===== src/rtl/hazard_scoreboard_unit.sv =====
// ----------------------------------------------------------------------------
// hazard_scoreboard_unit
//   Tracks outstanding long-latency results (loads, mul/div) in a small table
//   of {valid, rd, cnt} entries. Each entry counts down toward the cycle where
//   its result becomes forwardable. The unit stalls ID and bubbles ID/EX when
//   the ID instruction reads (RAW) or writes (WAW) a register that is still
//   pending. It also stalls when the table is full. With a latency of 1 the
//   unit behaves like a classic lw->use detector.
//
// Ports
//   clk, rst_n       clock (rising edge), asynchronous active-low reset
//   issue_valid_ex   long-latency op present in EX this cycle
//   issue_rd_ex      destination register of that op
//   issue_lat_ex     cycles until its result is forwardable (0 = no hazard)
//   rs1_addr_id/rs2_addr_id, rs1_used_id/rs2_used_id   ID source operands
//   rd_addr_id, rd_write_id                            ID destination
//   flush_i          ID instruction squashed by a branch redirect
//   stall_pipeline   combinational: hold PC and IF/ID
//   flush_id_ex      combinational: bubble into ID/EX (same as stall_pipeline)
//   pending_mask     registered: bit r set while r is held in the table
//   sb_full          registered: every entry valid
//   overflow_err     sticky: an issue needing an entry arrived while full
//   stall_cycles     saturating count of stalled cycles
// ----------------------------------------------------------------------------
module hazard_scoreboard_unit #(
    parameter int unsigned ADDR_W      = 5,
    parameter int unsigned MAX_PENDING = 4,
    parameter int unsigned LAT_W       = 4,
    parameter int unsigned CNT_W       = 16
) (
    input  logic                     clk,
    input  logic                     rst_n,
    input  logic                     issue_valid_ex,
    input  logic [ADDR_W-1:0]        issue_rd_ex,
    input  logic [LAT_W-1:0]         issue_lat_ex,
    input  logic [ADDR_W-1:0]        rs1_addr_id,
    input  logic [ADDR_W-1:0]        rs2_addr_id,
    input  logic                     rs1_used_id,
    input  logic                     rs2_used_id,
    input  logic [ADDR_W-1:0]        rd_addr_id,
    input  logic                     rd_write_id,
    input  logic                     flush_i,
    output logic                     stall_pipeline,
    output logic                     flush_id_ex,
    output logic [(2**ADDR_W)-1:0]   pending_mask,
    output logic                     sb_full,
    output logic                     overflow_err,
    output logic [CNT_W-1:0]         stall_cycles
);

    localparam int unsigned NUM_REGS = 2**ADDR_W;
    localparam int unsigned IDX_W    = (MAX_PENDING > 1) ? $clog2(MAX_PENDING) : 1;

    // Scoreboard table
    logic [MAX_PENDING-1:0] ent_valid;
    logic [ADDR_W-1:0]      ent_rd  [MAX_PENDING];
    logic [LAT_W-1:0]       ent_cnt [MAX_PENDING];

    logic [MAX_PENDING-1:0] valid_nxt;
    logic [ADDR_W-1:0]      rd_nxt  [MAX_PENDING];
    logic [LAT_W-1:0]       cnt_nxt [MAX_PENDING];
    logic [NUM_REGS-1:0]    mask_nxt;

    logic             issue_acc;
    logic             needs_entry;
    logic             alloc;
    logic             free_found;
    logic [IDX_W-1:0] free_idx;
    logic             rs1_hit;
    logic             rs2_hit;
    logic             rd_hit;
    logic             raw;
    logic             waw;

    // Issue qualification: x0 and zero-latency ops never create a hazard
    always_comb begin
        issue_acc   = issue_valid_ex && (issue_rd_ex != '0) && (issue_lat_ex != '0);
        needs_entry = issue_acc && (issue_lat_ex > LAT_W'(1));
    end

    // Lowest-index entry that is free now; slots retiring this edge are not yet free
    always_comb begin
        free_found = 1'b0;
        free_idx   = '0;
        for (int i = MAX_PENDING - 1; i >= 0; i--) begin
            if (!ent_valid[i]) begin
                free_found = 1'b1;
                free_idx   = IDX_W'(i);
            end
        end
    end

    assign alloc = needs_entry && !sb_full && free_found;

    // Operand match against the op in EX and every live entry (cnt=1 still matches)
    always_comb begin
        rs1_hit = issue_acc && (rs1_addr_id == issue_rd_ex);
        rs2_hit = issue_acc && (rs2_addr_id == issue_rd_ex);
        rd_hit  = issue_acc && (rd_addr_id  == issue_rd_ex);
        for (int i = 0; i < MAX_PENDING; i++) begin
            if (ent_valid[i]) begin
                if (ent_rd[i] == rs1_addr_id) rs1_hit = 1'b1;
                if (ent_rd[i] == rs2_addr_id) rs2_hit = 1'b1;
                if (ent_rd[i] == rd_addr_id)  rd_hit  = 1'b1;
            end
        end
        if (rs1_addr_id == '0) rs1_hit = 1'b0;
        if (rs2_addr_id == '0) rs2_hit = 1'b0;
        if (rd_addr_id  == '0) rd_hit  = 1'b0;
    end

    // Stall decision; a squashed ID instruction never stalls
    always_comb begin
        raw            = (rs1_used_id && rs1_hit) || (rs2_used_id && rs2_hit);
        waw            = rd_write_id && rd_hit;
        stall_pipeline = !flush_i && (raw || waw || sb_full);
        flush_id_ex    = stall_pipeline;
    end

    // Next table: count down live entries, then place a new issue in the free slot
    always_comb begin
        valid_nxt = ent_valid;
        for (int i = 0; i < MAX_PENDING; i++) begin
            rd_nxt[i]  = ent_rd[i];
            cnt_nxt[i] = ent_cnt[i];
            if (ent_valid[i]) begin
                cnt_nxt[i] = ent_cnt[i] - LAT_W'(1);
                if (ent_cnt[i] <= LAT_W'(1)) begin
                    valid_nxt[i] = 1'b0;
                end
            end
            if (alloc && (IDX_W'(i) == free_idx)) begin
                valid_nxt[i] = 1'b1;
                rd_nxt[i]    = issue_rd_ex;
                cnt_nxt[i]   = issue_lat_ex - LAT_W'(1);
            end
        end
    end

    // Pending mask follows the table contents after this edge; x0 never pends
    always_comb begin
        mask_nxt = '0;
        for (int i = 0; i < MAX_PENDING; i++) begin
            if (valid_nxt[i]) begin
                mask_nxt[rd_nxt[i]] = 1'b1;
            end
        end
        mask_nxt[0] = 1'b0;
    end

    // Table and status registers
    always_ff @(posedge clk or negedge rst_n) begin
        if (!rst_n) begin
            ent_valid    <= '0;
            for (int i = 0; i < MAX_PENDING; i++) begin
                ent_rd[i]  <= '0;
                ent_cnt[i] <= '0;
            end
            pending_mask <= '0;
            sb_full      <= 1'b0;
            overflow_err <= 1'b0;
        end else begin
            ent_valid    <= valid_nxt;
            for (int i = 0; i < MAX_PENDING; i++) begin
                ent_rd[i]  <= rd_nxt[i];
                ent_cnt[i] <= cnt_nxt[i];
            end
            pending_mask <= mask_nxt;
            sb_full      <= &valid_nxt;
            if (needs_entry && sb_full) begin
                overflow_err <= 1'b1;
            end
        end
    end

    // Saturating stall performance counter
    always_ff @(posedge clk or negedge rst_n) begin
        if (!rst_n) begin
            stall_cycles <= '0;
        end else if (stall_pipeline && (stall_cycles != {CNT_W{1'b1}})) begin
            stall_cycles <= stall_cycles + CNT_W'(1);
        end
    end

endmodule

===== config.mk =====
export PLATFORM = sky130hd
export DESIGN_NAME = hazard_scoreboard_unit
export DESIGN_NICKNAME = d
export VERILOG_FILES = /design/src/rtl/hazard_scoreboard_unit.sv
export SDC_FILE = /design/constraint.sdc
export NUM_CORES = 1
export LEC_CHECK = 0
export BUFFER_PORTS_ARGS = -buffer_cell sky130_fd_sc_hd__buf_2
export CAP_MARGIN = 20
export CORE_AREA = 4 4 128 130
export DETAILED_ROUTE_END_ITERATION = 8
export DIE_AREA = 0 0 132 134
export GPL_ROUTABILITY_DRIVEN = 0
export GPL_TIMING_DRIVEN = 0
export HOLD_SLACK_MARGIN = 0.08
export PLACE_DENSITY = 0.6
export SYNTH_ARGS = -nofsm -noshare
export SYNTH_HDL_FRONTEND = slang
export SYNTH_SLANG_ARGS = --single-unit
export TNS_END_PERCENT = 5

===== constraint.sdc =====
create_clock -name clk -period 3.5 [get_ports clk]
set_clock_uncertainty 0.05 [all_clocks]
set_input_delay 0.7 -clock clk [delete_from_list [all_inputs] [get_ports clk]]
set_output_delay 0.7 -clock clk [all_outputs]
set_load 0.02 [all_outputs]

Yosys cells after proc, flatten, opt, wreduce, memory -nomap -nowiden

Cells that the tools add are included.

Add/sub/neg operators: 6
Order comparisons: 13
Equal/unequal tests: 19
Muxes and demuxes: 71
Bitwise logic cells: 3
Reductions and logical operators: 38

Operators by type and width:

| operator                | number |
|---|---|
| $mux W32                | 4 |
| $or A32 B32 Y32         | 3 |
| $eq A5 B5 Y1            | 15 |
| $mux W1                 | 47 |
| $mux W4                 | 8 |
| $lt A5 B6 Y1 const B    | 4 |
| $logic_and A1 B1 Y1     | 22 |
| $demux W1 S5            | 4 |
| $ge A5 B1 Y1 const B    | 4 |
| $mux W5                 | 4 |
| $sub A4 B1 Y4 const B   | 5 |
| $add A16 B1 Y16 const B | 1 |
| $le A4 B1 Y1 const B    | 4 |
| $ne A16 B16 Y1 const B  | 1 |
| $logic_not A5 Y1        | 3 |
| $mux W2                 | 4 |
| $reduce_bool A2 Y1      | 4 |
| $reduce_bool A5 Y1      | 1 |
| $eq A2 B2 Y1 const A    | 2 |
| $gt A4 B1 Y1 const B    | 1 |
| $reduce_and A4 Y1       | 1 |
| $reduce_bool A4 Y1      | 1 |
| $logic_or A1 B1 Y1      | 3 |
| $eq A1 B2 Y1 const A    | 1 |
| other kinds (2)         | 3 |

Register bits after elaboration: 89
Input bits: 31
Output and inout port bits: 52
Logic and storage cells: 163

Depth between registers and ports, before layout

Gate-level depths: netlist (run 1).

Depth in word-level cells: 19
Gate-level depth with buffers: 13
Gate-level depth less buffers: 11

Least setup slack after synthesis (run 1)

OpenSTA, ideal clock, no wires.

Path kind: in2out
Start: in issue_rd_ex[0]
End: out stall_pipeline
Arrival: 2.517 ns
Required time: 2.750 ns
Setup slack: 0.233 ns
Stages on the path: 8
Buffers on the path: 2
Cell sequence: buf_2 > or4_1 > o211ai_1 > nor4_1 > a31oi_1 > a221oi_1 > or2_2 > buf_4

Cells in the longest elaborated chain, start to end: 18
Elaborated cells on any way between the ends: 43
Those cells by class: eq/ne (3); mux (27); reduce/logical (13)

RTL lines:

| item                                          | line     | RTL |
|---|---|---|
| from (decl)                                   | 34       | `input logic [ADDR_W-1:0] issue_rd_ex,` |
| $reduce_bool A5 Y1                            | 77       | `issue_acc = issue_valid_ex && (issue_rd_ex != '0) && (issue_lat_ex != '0);` |
| $logic_and A1 B1 Y1 (2 in a row)              | 77       |  |
| $logic_and A1 B1 Y1, on equally long branches | 97, 98   |  |
| $mux W1, on equally long branches             | 102, 103 |  |
| $mux W1                                       | 101      | `if (ent_valid[i]) begin` |
| $mux W1, on equally long branches             | 102, 103 |  |
| $mux W1                                       | 101      |  |
| $mux W1, on equally long branches             | 102, 103 |  |
| $mux W1                                       | 101      |  |
| $mux W1, on equally long branches             | 102, 103 |  |
| $mux W1                                       | 101      |  |
| $mux W1, on equally long branches             | 107, 108 |  |
| $logic_and A1 B1 Y1                           | 114      | `raw = (rs1_used_id && rs1_hit) \|\| (rs2_used_id && rs2_hit);` |
| $logic_or A1 B1 Y1                            | 114      |  |
| $logic_or A1 B1 Y1 (*) (2 in a row)           | 116      | `stall_pipeline = !flush_i && (raw \|\| waw \|\| sb_full);` |
| $logic_and A1 B1 Y1 (*)                       | 116      |  |
| to (decl)                                     | 43       | `output logic stall_pipeline,` |

Mark *: on every way between the ends. The rest lies on a longest branch, timed or not.

Worst setup path in the final report (run 1)

Ends and elaborated chain as after synthesis.

==> run summary, run 1 <==
The worst setup path is launched from an input pin. TritonCTS built the clock tree. The areal power density over the cells is 850 nW/um2. The checks that failed: setup timing. The share of Yosys cell area claimed by the top area cell type was 0.373. The post-layout worst setup margin is -0.0389 ns, and the sequential power share is 0.287. The run gives 30.0 mm as the wire length of the first global-routing pass. Final critical path time including I/O delays and setup: 3.54 ns. A synthesized cell averages 9.01 um2. Number of clock buffers inserted by TritonCTS: 9.

In this run, synthesis produced a sequential element count of 89. The effective utilization at floorplan came out at 0.394. The tree is rooted in a clkbuf_16. Clock-pin slew was measured on the worst setup and hold paths at 0.07 ns. Input and output buffers added on the ports amount to 63.

The floorplan step set the die width to 132 um. STA puts the critical path data arrival time at 2.79 ns. The worst path required time was 2.75 ns; the standard cell core area was 15100 um2.

The count of hold buffers inserted by post-cts repair is 0. The tools report the sequential element share of the synthesized area as 0.373. The overall power of the completed layout was 5870 uW.

The tightest slew margin relative to the limit was 0.250. For the largest net degree at the start of global routing, the log shows 50. In this run, synthesis inferred 0 flip-flops with an integrated enable.

The class of the worst hold path was in -> async. The flow ran to the end, but the final reports show violations. The maximum fanout count along the critical path is 6.

At the pin with the least slew margin, the transition time is 1.12 ns. The fraction of final layout cells sized beyond drive strength 1 was 0.167; the wire length per cell was 20.4 um. The number of nets handed over by synthesis was 706. The via count of the first global-routing pass came out at 5463. The die covers 17700 um2.

After the first detailed-routing iteration, the DRC count stood at 627. For the worst-skew pair, the clock arrives at the later sink with an insertion delay of 0.35 ns. Summed over all nets, the half-perimeter wirelength after detailed placement is 14.0 mm.

The number of antenna diodes in the final layout is 0. For the final setup violation count, the log shows 1. The number of rows created at floorplan was 45. The endpoint type of the worst setup path was an output pin. The logs give 6910 um2 for the cell area after layout and 786 for the number of nets in the layout. Standard cell area after detailed placement: 6550 um2. For this block, the routed nets add up to 19.0 mm of wire.

The worst-case IR drop observed on VDD is 0.277 mV. The worst register-to-register path begins at ent_cnt[12]$_DFFE_PN0P_. The tool flagged a number of max-cap violations equal to 0.

The run gives 0.158 as the clock share of power. The total negative slack for setup checks is -0.0389 ns, and the peak clock frequency supported by timing is 0.283 GHz. The number of cells in the finished layout apart from fillers came out at 935. The most used flip-flop cell after synthesis is dfrtp_1. The total count of max-transition violations in the final report came out at 0.

Category of the most critical setup path: in -> out. The proportion of register bits with asynchronous set or reset after synthesis came out at 1.00. The number of endpoints with negative hold slack in the final report came out at 0. The logs give 0.215 for the global router's overall resource usage and 5970 um2 for the post-synthesis instance area. Including well taps, the total number of placed cells is 915. 83 I/O pins were placed. The run gives 6 as the detailed-router iteration count before antenna repair. On the final layout, the worst hold slack is 0.284 ns. By area the synthesized netlist is led by dfrtp_1 37%, xnor2_1 9.1%, xor2_1 5.7%. The Yosys step of the flow raised 0 warnings. The fraction of the cycle the final worst path needs came out at 1.01. The launching instance or port of the critical path was issue_rd_ex[0]. For the synthesized instance count, the log shows 663. Compared with the post-synthesis result, the final layout area differs by 15.7%. The tools report the DRC violations left as 0. The buffer levels on the longest clock path is 2. The initial antenna violation count came out at 0.

Setup repair after global routing could not meet its margin everywhere. Measured along the y axis, the die boundary spans 134 um. For this design the total switching power over the nets is 2790 uW. The routed layout has 5529 vias. CTS saw 89 sinks. For this design the static power due to leakage is 0.00308 uW. The combinational share of power was 0.555; the number of antenna-violating nets in the routed design was 0. CTS built an H-tree with a depth of 3.

The fraction of power spent switching nets is 0.476, and the total congestion overflow after global routing is 0. The dominant cell type by area after synthesis is dfrtp_1. The number of different library cells used by synthesis comes to 64. Internal power summed over all cells: 3080 uW. After detailed routing, the number of vias per cell comes to 5.91.
[cells in the final DEF, fill, tap and decap left out, drive strengths merged, types with 10 or more instances in the layout]
cell type	synthesis	routed
nand2	70	70
nand3	28	28
nor2	41	41
nor3	20	20
o21ai	27	27
xor2	39	39
ha	12	12
o221ai	20	20
buf	17	85
nand4	10	10
xnor2	62	62
clkbuf	36	47
mux2i	16	16
dfrtp	89	89
inv	34	35
[power by group through the flow]
stage	combinational, uW	clock, uW	sequential, uW
floorplan	2080	0	1800
global placement	3040	0	1680
detailed placement	3140	0	1690
CTS	3170	952	1680
global route	3510	996	1730
finish	3260	929	1680
[state kept, by name, indices dropped and copies added (netlist names)]
signal        count
ent_cnt          16
ent_rd           20
ent_valid         4
overflow_err      1
pending_mask     31
sb_full           1
stall_cycles     16
[path summary, 6_finish.rpt]
check | to | slack (ns) | depth (start not counted)
setup / recovery | stall_pipeline | -0.04 | 10
hold / removal | ent_cnt[12]$_DFFE_PN0P_ | 0.28 | 1
setup reg to reg | pending_mask[4]$_DFF_PN0_ | 0.35 | 8
hold reg to reg | overflow_err$_DFFE_PN0P_ | 0.42 | 1
max in group asynchronous | pending_mask[21]$_DFF_PN0_ | 2.48 | 2
min in group clk | overflow_err$_DFFE_PN0P_ | 0.42 | 1
[cell families (layout without fill, tap and decap cells)]
group / Yosys count / count (layout) / synth area share
and+or+nand+nor: 225 / 225 / 0.187
AOI/OAI and AO/OA: 124 / 124 / 0.161
xor gates and xnor gates: 101 / 101 / 0.148
DFF: 89 / 89 / 0.373
buffers and inverters: 88 / 172 / 0.0630
muxes: 23 / 23 / 0.0421
adders and majority gates: 12 / 12 / 0.0251
other: 1 / 1 / 0.000628
[cell type report]
type,count,area (um2)
plain buffers,53,246
fillers,1477,8240
flip-flops and latches,89,2230
clock inverters,5,41.3
clock buffers,10,239
repair buffers,69,392
multi-input cells,486,3400
inverters,35,131
well taps,188,235
[critical path: stages]
cell	delay [ns]
buf_2	0.16
or4_1	0.56
o211ai_1	0.22
buf_4	0.19
nor4_1	0.06
nor3_1	0.18
o22ai_1	0.17
or2_4	0.27
buf_4	0.13
buf_4	0.14
[cell usage after synthesis, drive strengths merged (2+ instances only)]
library cell / instances
clkbuf: 36
dfrtp: 89
a221oi: 3
o22a: 2
a31oi: 3
a221o: 8
nand2b: 6
a32oi: 6
ha: 12
and3: 7
nor2: 41
o21ai: 27
or3: 3
or3b: 3
a21oi: 9
inv: 34
o31ai: 3
xnor2: 62
o22ai: 9
o32ai: 7
xor2: 39
nor2b: 9
and4: 3
a21boi: 2
a2bb2oi: 8
nand3: 28
nor3b: 3
and2: 6
a22oi: 8
mux2: 7
nor4: 7
or2: 3
o2111ai: 2
o221ai: 20
nand2: 70
o21a: 3
mux2i: 16
buf: 17
nand4: 10
nor3: 20
or4: 4
[layer usage]
metal,GRT usage,vias up,share of wire
li1,-,2483,-
met1,0.271,2674,0.41
met2,0.349,310,0.47
met3,0.0555,62,0.088
met4,0.0968,0,0.034
met5,0,-,0
[repair_timing]
action | 4_1_cts | 5_1_grt
endpoints found under the setup margin | 2 | 18
gates resized for setup | 5 | 5
pin swaps | 4 | 4
buffers inserted | 3 | 1
[per-stage QoR]
stage	util	setup slack, ns
floorplan	-	0.233
global placement	0.431	-0.250
detailed placement	0.433	-0.328
CTS	0.454	0.0152
global route	0.456	-0.119
finish	0.456	-0.0389
No activity file was read; power rests on OpenSTA's default activity.
==> run 2, diff against run 1 <==
==> constraint.sdc (replaced) <==
create_clock -name clk -period 4.1 [get_ports clk]
set_clock_uncertainty 0.05 [all_clocks]
set_input_delay 0.82 -clock clk [delete_from_list [all_inputs] [get_ports clk]]
set_output_delay 0.82 -clock clk [all_outputs]
set_load 0.02 [all_outputs]
==> run 2 against run 1 <==
- sequential power down 14%
- largest power group unchanged
- die area unchanged
- first-iteration DRC count up 0.80%
- routed wire length down 0.99%
- combinational power down 15%
- final area down 0.89%
- clock power down 15%
- total power down 15%
- worst hold slack better by 0.12 ns
- non-clock buffer count down 4
- the flow now finishes without violations
==> run summary, run 2 (synthesis gave the netlist of run 1 again) <==
The run gives 5458 (was 5463) as the via count of the first global-routing pass. The overall power of the completed layout is 4990 uW (was 5870 uW). The tools report the total wire length after detailed routing as 18.9 mm (was 19.0 mm).

Cell at the root of the clock tree: clkbuf_16 (unchanged). The fraction of the cycle the final worst path needs works out to 0.958. Subtracting the final worst setup slack from the clock period gives 3.93 ns. The tools report the number of post-CTS setup repair buffers as 0 (was 3). The number of H-tree levels was 3 (unchanged); the number of clock sinks was 89 (unchanged). The logs give 0.214 (was 0.215) for the global router's overall resource usage and 0 (unchanged) for the total count of max-transition violations in the final report.

Wire length per cell: 20.3 um (was 20.4 um). Hold slack: 0.402 ns (was 0.284 ns). The logs give 0 (unchanged) for the number of antenna-violating nets in the routed design and 0 ns (was -0.0389 ns) for the total negative slack for setup checks. The global routing usage on met3 came out at 0.0559 (was 0.0555). Leading cell type in the layout, fill and taps excluded: dfrtp_1 (unchanged).

Layout overhead on the synthesized area: 14.6% (was 15.7%). The max-cap check violation count was 0 (unchanged); the number of clock buffers inserted by TritonCTS was 9 (unchanged). The run gives 5 (was 6) as the detailed-router iteration count before antenna repair. The number of flip-flops in the largest register came out at 31 (unchanged). The logs give 0 (unchanged) for the total congestion overflow after global routing and 0.255 GHz for the peak clock frequency supported by timing.

Setup repair after global routing left no endpoint under its margin. The area of combinational cells with multiple inputs came out at 3380 um2 (was 3400 um2). The tools report the setup slack on the worst flop-to-flop path as 0.98 ns (was 0.35 ns).

TritonCTS built the clock tree. The met1 demand-to-capacity share in global routing was 0.269 (was 0.271); the overall die area was 17700 um2 (unchanged). The logs give 0 (unchanged) for the number of endpoints with negative hold slack in the final report and 0 (unchanged) for the count of hold buffers inserted by post-cts repair.

The fraction of final layout cells sized beyond drive strength 1 was 0.159 (was 0.167). The post-CTS resize count came out at 0 (was 5). The iteration-0 DRC count of the detailed router is 632 (was 627). The logs give 50 (unchanged) for the largest net degree at the start of global routing and 0.00305 uW (was 0.00308 uW) for the reported leakage power. The clock insertion delay at the later pin of the skew report is 0.35 ns (about the same), and the wire length of the first global-routing pass is 29.9 mm (was 30.0 mm). The areal power density over the cells came out at 729 nW/um2 (was 850 nW/um2). The logs give 2230 um2 (unchanged) for the register cell area after layout and 0.347 (was 0.349) for the global routing met2 resource utilization. The transition time at the pin with the least slew margin is 1.11 ns (was 1.12 ns). The category of the most critical setup path is in -> out (unchanged). The chip width is 132 um (unchanged), and the clock-pin transition on the worst setup and hold timing paths is 0.06 ns (was 0.07 ns). The run finished with clean final reports. The final setup violation count is 0 (was 1), and the die height is 134 um (unchanged). For the number of cells in the finished layout apart from fillers, the log shows 931 (was 935). The startpoint type of the worst setup path was an input pin (unchanged). The logs give 45 (unchanged) for the number of rows created at floorplan and 3.06 ns (was 2.79 ns) for the data arrival time of the critical path.

The logs give 5477 (was 5529) for the vias after detailed routing and 0.394 (unchanged) for the effective utilization at floorplan. The number of nets in the layout came out at 782 (was 786). The class of the worst hold path is in -> async (unchanged).

For the worst ir drop on vdd, the log shows 0.237 mV (was 0.277 mV). The detail-routed via count per cell came out at 5.88 (was 5.91). Top library cells by usage in the layout, fill and taps aside: 89 x dfrtp_1, 70 x nand2_1, 69 x buf_2 (was 89 x dfrtp_1, 70 x nand2_1, 67 x buf_2). The number of instances in the placed design came out at 915 (unchanged). Global-route layer with the greatest usage: met2 (unchanged). The DRC violations left was 0 (unchanged); the worst path required time was 3.23 ns (was 2.75 ns). The total I/O pin count was 83 (unchanged); the total half-perimeter wirelength after legalization and detailed placement was 14.0 mm (unchanged).

The maximum fanout count along the critical path is 6 (unchanged). The initial antenna violation count is 0 (unchanged). The register ranked first by flip-flop count is pending_mask (unchanged). The tools report the tightest slew margin relative to the limit as 0.258 (was 0.250).

Largest regs: pending_mask x31, ent_rd x20 (unchanged). The port buffer count works out to 63 (unchanged). The buffer levels on the longest clock path is 2 (unchanged), and the antenna cell count is 0 (unchanged). The endpoint type of the worst setup path was an output pin (unchanged).

The tools report the layout filler cell count as 1482 (was 1477). The standard cell core area is 15100 um2 (unchanged).
run 2: final timing paths:
kind	from	endpoint	cells past startpoint
setup / recovery	issue_rd_ex[0]	stall_pipeline	9
max in group asynchronous	rst_n	pending_mask[21]$_DFF_PN0_	2
hold reg to reg	overflow_err$_DFFE_PN0P_	overflow_err$_DFFE_PN0P_	1
min in group clk	overflow_err$_DFFE_PN0P_	overflow_err$_DFFE_PN0P_	1
setup reg to reg	ent_cnt[12]$_DFFE_PN0P_	pending_mask[4]$_DFF_PN0_	8
hold / removal	rst_n	ent_cnt[12]$_DFFE_PN0P_	1
run 2: area by class of cell:
class,count,share of cell area
Buffer,53,0.0358
Clock buffer,10,0.0349
Clock inverter,5,0.00603
Inverter,35,0.0192
Multi-Input combinational cell,486,0.493
Sequential cell,89,0.325
Tap cell,188,0.0344
Timing Repair Buffer,65,0.0515
run 2: power by group:
group | leakage, uW | internal (uW) | total (uW) | switching (uW)
combinational | 0.00178 | 991 | 2760 | 1770
clock | 0.000136 | 429 | 794 | 364
sequential | 0.00113 | 1200 | 1440 | 242
run 2: metal layers:
layer / up-vias / wire (um)
met5: - / 0
met4: 0 / 722
met3: 75 / 1660
met2: 301 / 8690
met1: 2620 / 7780
li1: 2481 / -
run 2: critical path, cell delays in order:
cell and delay (ns):
buf_2 0.16, or4_1 0.55, o211ai_1 0.41, nor4_1 0.12, nor3_1 0.24, o22ai_1 0.16
or2_2 0.32, buf_4 0.14, buf_2 0.15
run 2: stage by stage:
| stage | setup WS [ns] | utilization | cell area, um2 |
|---|---|---|---|
| 6_report | 0.171 | 0.452 | 6850 |
| 5_1_grt | 0.0625 | 0.452 | 6850 |
| 4_1_cts | 0.0880 | 0.451 | 6830 |
| 3_5_place_dp | 0.0825 | 0.433 | 6550 |
| 3_3_place_gp | 0.110 | 0.431 | 6520 |
| 2_1_floorplan | 0.593 | - | 5970 |
==> run 3, diff against run 2 <==
--- a/config.mk
+++ b/config.mk
@@ -7,13 +7,14 @@
 export LEC_CHECK = 0
 export BUFFER_PORTS_ARGS = -buffer_cell sky130_fd_sc_hd__buf_2
 export CAP_MARGIN = 20
-export CORE_AREA = 4 4 128 130
+export CORE_AREA = 4 4 147 113
 export DETAILED_ROUTE_END_ITERATION = 8
-export DIE_AREA = 0 0 132 134
+export DIE_AREA = 0 0 151 117
 export GPL_ROUTABILITY_DRIVEN = 0
 export GPL_TIMING_DRIVEN = 0
 export HOLD_SLACK_MARGIN = 0.08
 export PLACE_DENSITY = 0.6
+export SKIP_CTS_REPAIR_TIMING = 1
 export SYNTH_ARGS = -nofsm -noshare
 export SYNTH_HDL_FRONTEND = slang
 export SYNTH_SLANG_ARGS = --single-unit
==> run 3 against run 2 <==
- clock power rose by 7.7%
- sequential cell count did not move
- global-route usage barely moved
- routed wire length fell by 0.73%
- count of clock-buffer cells in the layout rose by 2
- non-clock buffer count did not move
==> run summary, run 3 (synthesis gave the netlist of run 1 again) <==
The logs give 39 (was 45) for the number of rows created at floorplan and 0 (unchanged) for the initial antenna violation count. TritonCTS built the clock tree. The wire length of the first global-routing pass is 29.1 mm (was 29.9 mm). The run gives 18.7 mm (was 18.9 mm) as the total wire length after detailed routing.

The number of instances in the placed design came out at 932 (was 915). The run finished with clean final reports. The fraction of the cycle the final worst path needs was 0.976 (was 0.958); the transition time at the pin with the least slew margin was 0.883 ns (was 1.11 ns). The startpoint type of the worst setup path is an input pin (unchanged). The maximum fanout count along the critical path is 6 (unchanged). For the reported leakage power, the log shows 0.00306 uW (was 0.00305 uW). Tightest slew margin relative to the limit: 0.411 (was 0.258). For the worst ir drop on vdd, the log shows 0.218 mV (was 0.237 mV). Largest regs: pending_mask x31, ent_rd x20 (unchanged).

The pre-CTS setup slack was 0.142 ns (was 0.0825 ns). The detail-routed via count per cell came out at 5.71 (was 5.88). Number of flip-flops in the largest register: 31 (unchanged). Iteration-0 DRC count of the detailed router: 802 (was 632). The overall die area came out at 17700 um2 (about the same). The category of the most critical setup path was in -> out (unchanged). The clock insertion delay at the later pin of the skew report was 0.35 ns (about the same). Leading cell type in the layout, fill and taps excluded: dfrtp_1 (unchanged).

For the total count of max-transition violations in the final report, the log shows 0 (unchanged). The final setup violation count came out at 0 (unchanged). Top library cells by usage in the layout, fill and taps aside: 89 x dfrtp_1, 70 x nand2_1, 69 x buf_2 (unchanged). The logs give 15100 um2 (about the same) for the standard cell core area and 0 (unchanged) for the antenna cell count. For the number of endpoints with negative hold slack in the final report, the log shows 0 (unchanged). Cell at the root of the clock tree: clkbuf_16 (unchanged). The die height is 117 um (was 134 um), and the wire length per cell is 19.7 um (was 20.3 um). The fraction of final layout cells sized beyond drive strength 1 is 0.157 (was 0.159). The number of clock sinks was 89 (unchanged); the DRC violations left was 0 (unchanged).

The number of H-tree levels was 3 (unchanged); the layout overhead on the synthesized area was 15.4% (was 14.6%). The vias after detailed routing is 5419 (was 5477), and the total congestion overflow after global routing is 0 (unchanged). Setup repair after global routing left no endpoint under its margin. Endpoint type of the worst setup path: an output pin (unchanged). The tools report the total I/O pin count as 83 (unchanged).

The peak clock frequency supported by timing came out at 0.250 GHz (was 0.255 GHz). The areal power density over the cells was 725 nW/um2 (was 729 nW/um2); the data arrival time of the critical path was 3.13 ns (was 3.06 ns). The via count of the first global-routing pass is 5406 (was 5458), and the worst path required time is 3.23 ns (about the same). The run gives 0.395 (was 0.394) as the effective utilization at floorplan. The total negative slack for setup checks came out at 0 ns (unchanged).

The max-cap check violation count came out at 0 (unchanged). The number of nets in the layout was 782 (unchanged); the buffer levels on the longest clock path was 2 (unchanged). The final critical path time including I/O delays and setup came out at 4.00 ns (was 3.93 ns). The total half-perimeter wirelength after legalization and detailed placement came out at 14.2 mm (was 14.0 mm).

The global router's overall resource usage was 0.215 (was 0.214). The clock-pin transition on the worst setup and hold timing paths is 0.06 ns (about the same). The number of clock buffers inserted by TritonCTS was 9 (unchanged).

The number of cells in the finished layout apart from fillers came out at 949 (was 931). The class of the worst hold path was in -> async (unchanged). The post-layout worst setup margin was 0.0994 ns (was 0.171 ns). The port buffer count is 63 (unchanged), and the largest net degree at the start of global routing is 48 (was 50).

The number of cells traversed by the worst register-to-register path is 8 (unchanged), and the number of antenna-violating nets in the routed design is 0 (unchanged). The detailed-router iteration count before antenna repair came out at 6 (was 5). The register ranked first by flip-flop count was pending_mask (unchanged).

The chip width was 151 um (was 132 um).
## run 3: cell types whose count changed in the layout (fill, tap and decap cells not counted)
| cell | previous run | this run |
|---|---|---|
| bufinv_16 | 0 | 1 |
| clkinv_4 | 2 | 1 |
| clkbuf_8 | 1 | 2 |
| a221oi_1 | 2 | 3 |
| clkbuf_1 | 36 | 37 |
| a221oi_2 | 1 | 0 |
| inv_8 | 1 | 0 |
## run 3: final timing paths
kind                                           from                     endpoint  slack (ns)
setup / recovery                     issue_rd_ex[0]               stall_pipeline         0.1
hold / removal                                rst_n  stall_cycles[3]$_DFFE_PN0P_        0.41
setup reg to reg                  sb_full$_DFF_PN0_   pending_mask[26]$_DFF_PN0_        1.11
hold reg to reg            overflow_err$_DFFE_PN0P_     overflow_err$_DFFE_PN0P_        0.43
max in group asynchronous                     rst_n   pending_mask[30]$_DFF_PN0_        2.95
min in group clk           overflow_err$_DFFE_PN0P_     overflow_err$_DFFE_PN0P_        0.43
## run 3: stage by stage
stage / hold WS, ns / utilization / instance area (um2) / total power [uW]
CTS: 0.432 / 0.455 / 6880 / 4940
detailed placement: 0.412 / 0.435 / 6580 / 4070
global route: 0.453 / 0.456 / 6890 / 5320
floorplan: 0.429 / - / 5970 / 3320
finish: 0.413 / 0.456 / 6890 / 5000
global placement: 0.407 / 0.433 / 6550 / 3980
## run 3: final cells by class
cell class                 count  area, um2
fill                        1478       8240
clock buffer                  12        256
multi-input combinational    486       3370
inverter                      35        131
buffer                        53        245
clock inverter                 4       51.3
tap                          205        256
timing repair buffer          65        353
sequential                    89       2230
## run 3: worst max-delay path, cell delays in order
cell      delay (ns)
buf_2           0.16
or4_1           0.51
o211ai_1        0.37
nor4_1          0.12
nor3_1          0.34
o22ai_1         0.19
or2_2           0.33
buf_4           0.14
buf_2           0.15
## run 3: where the power goes
part	switching, uW	internal [uW]
Sequential	235	1200
Clock	349	506
Combinational	1720	990
Total	2310	2690
## run 3: layer usage
| layer | vias to the layer above | part of all wire | track usage |
|---|---|---|---|
| met5 | - | 0 | 0 |
| met1 | 2617 | 0.44 | 0.300 |
| met2 | 295 | 0.43 | 0.327 |
| li1 | 2472 | - | - |
| met3 | 35 | 0.11 | 0.0608 |
| met4 | 0 | 0.017 | 0.0592 |
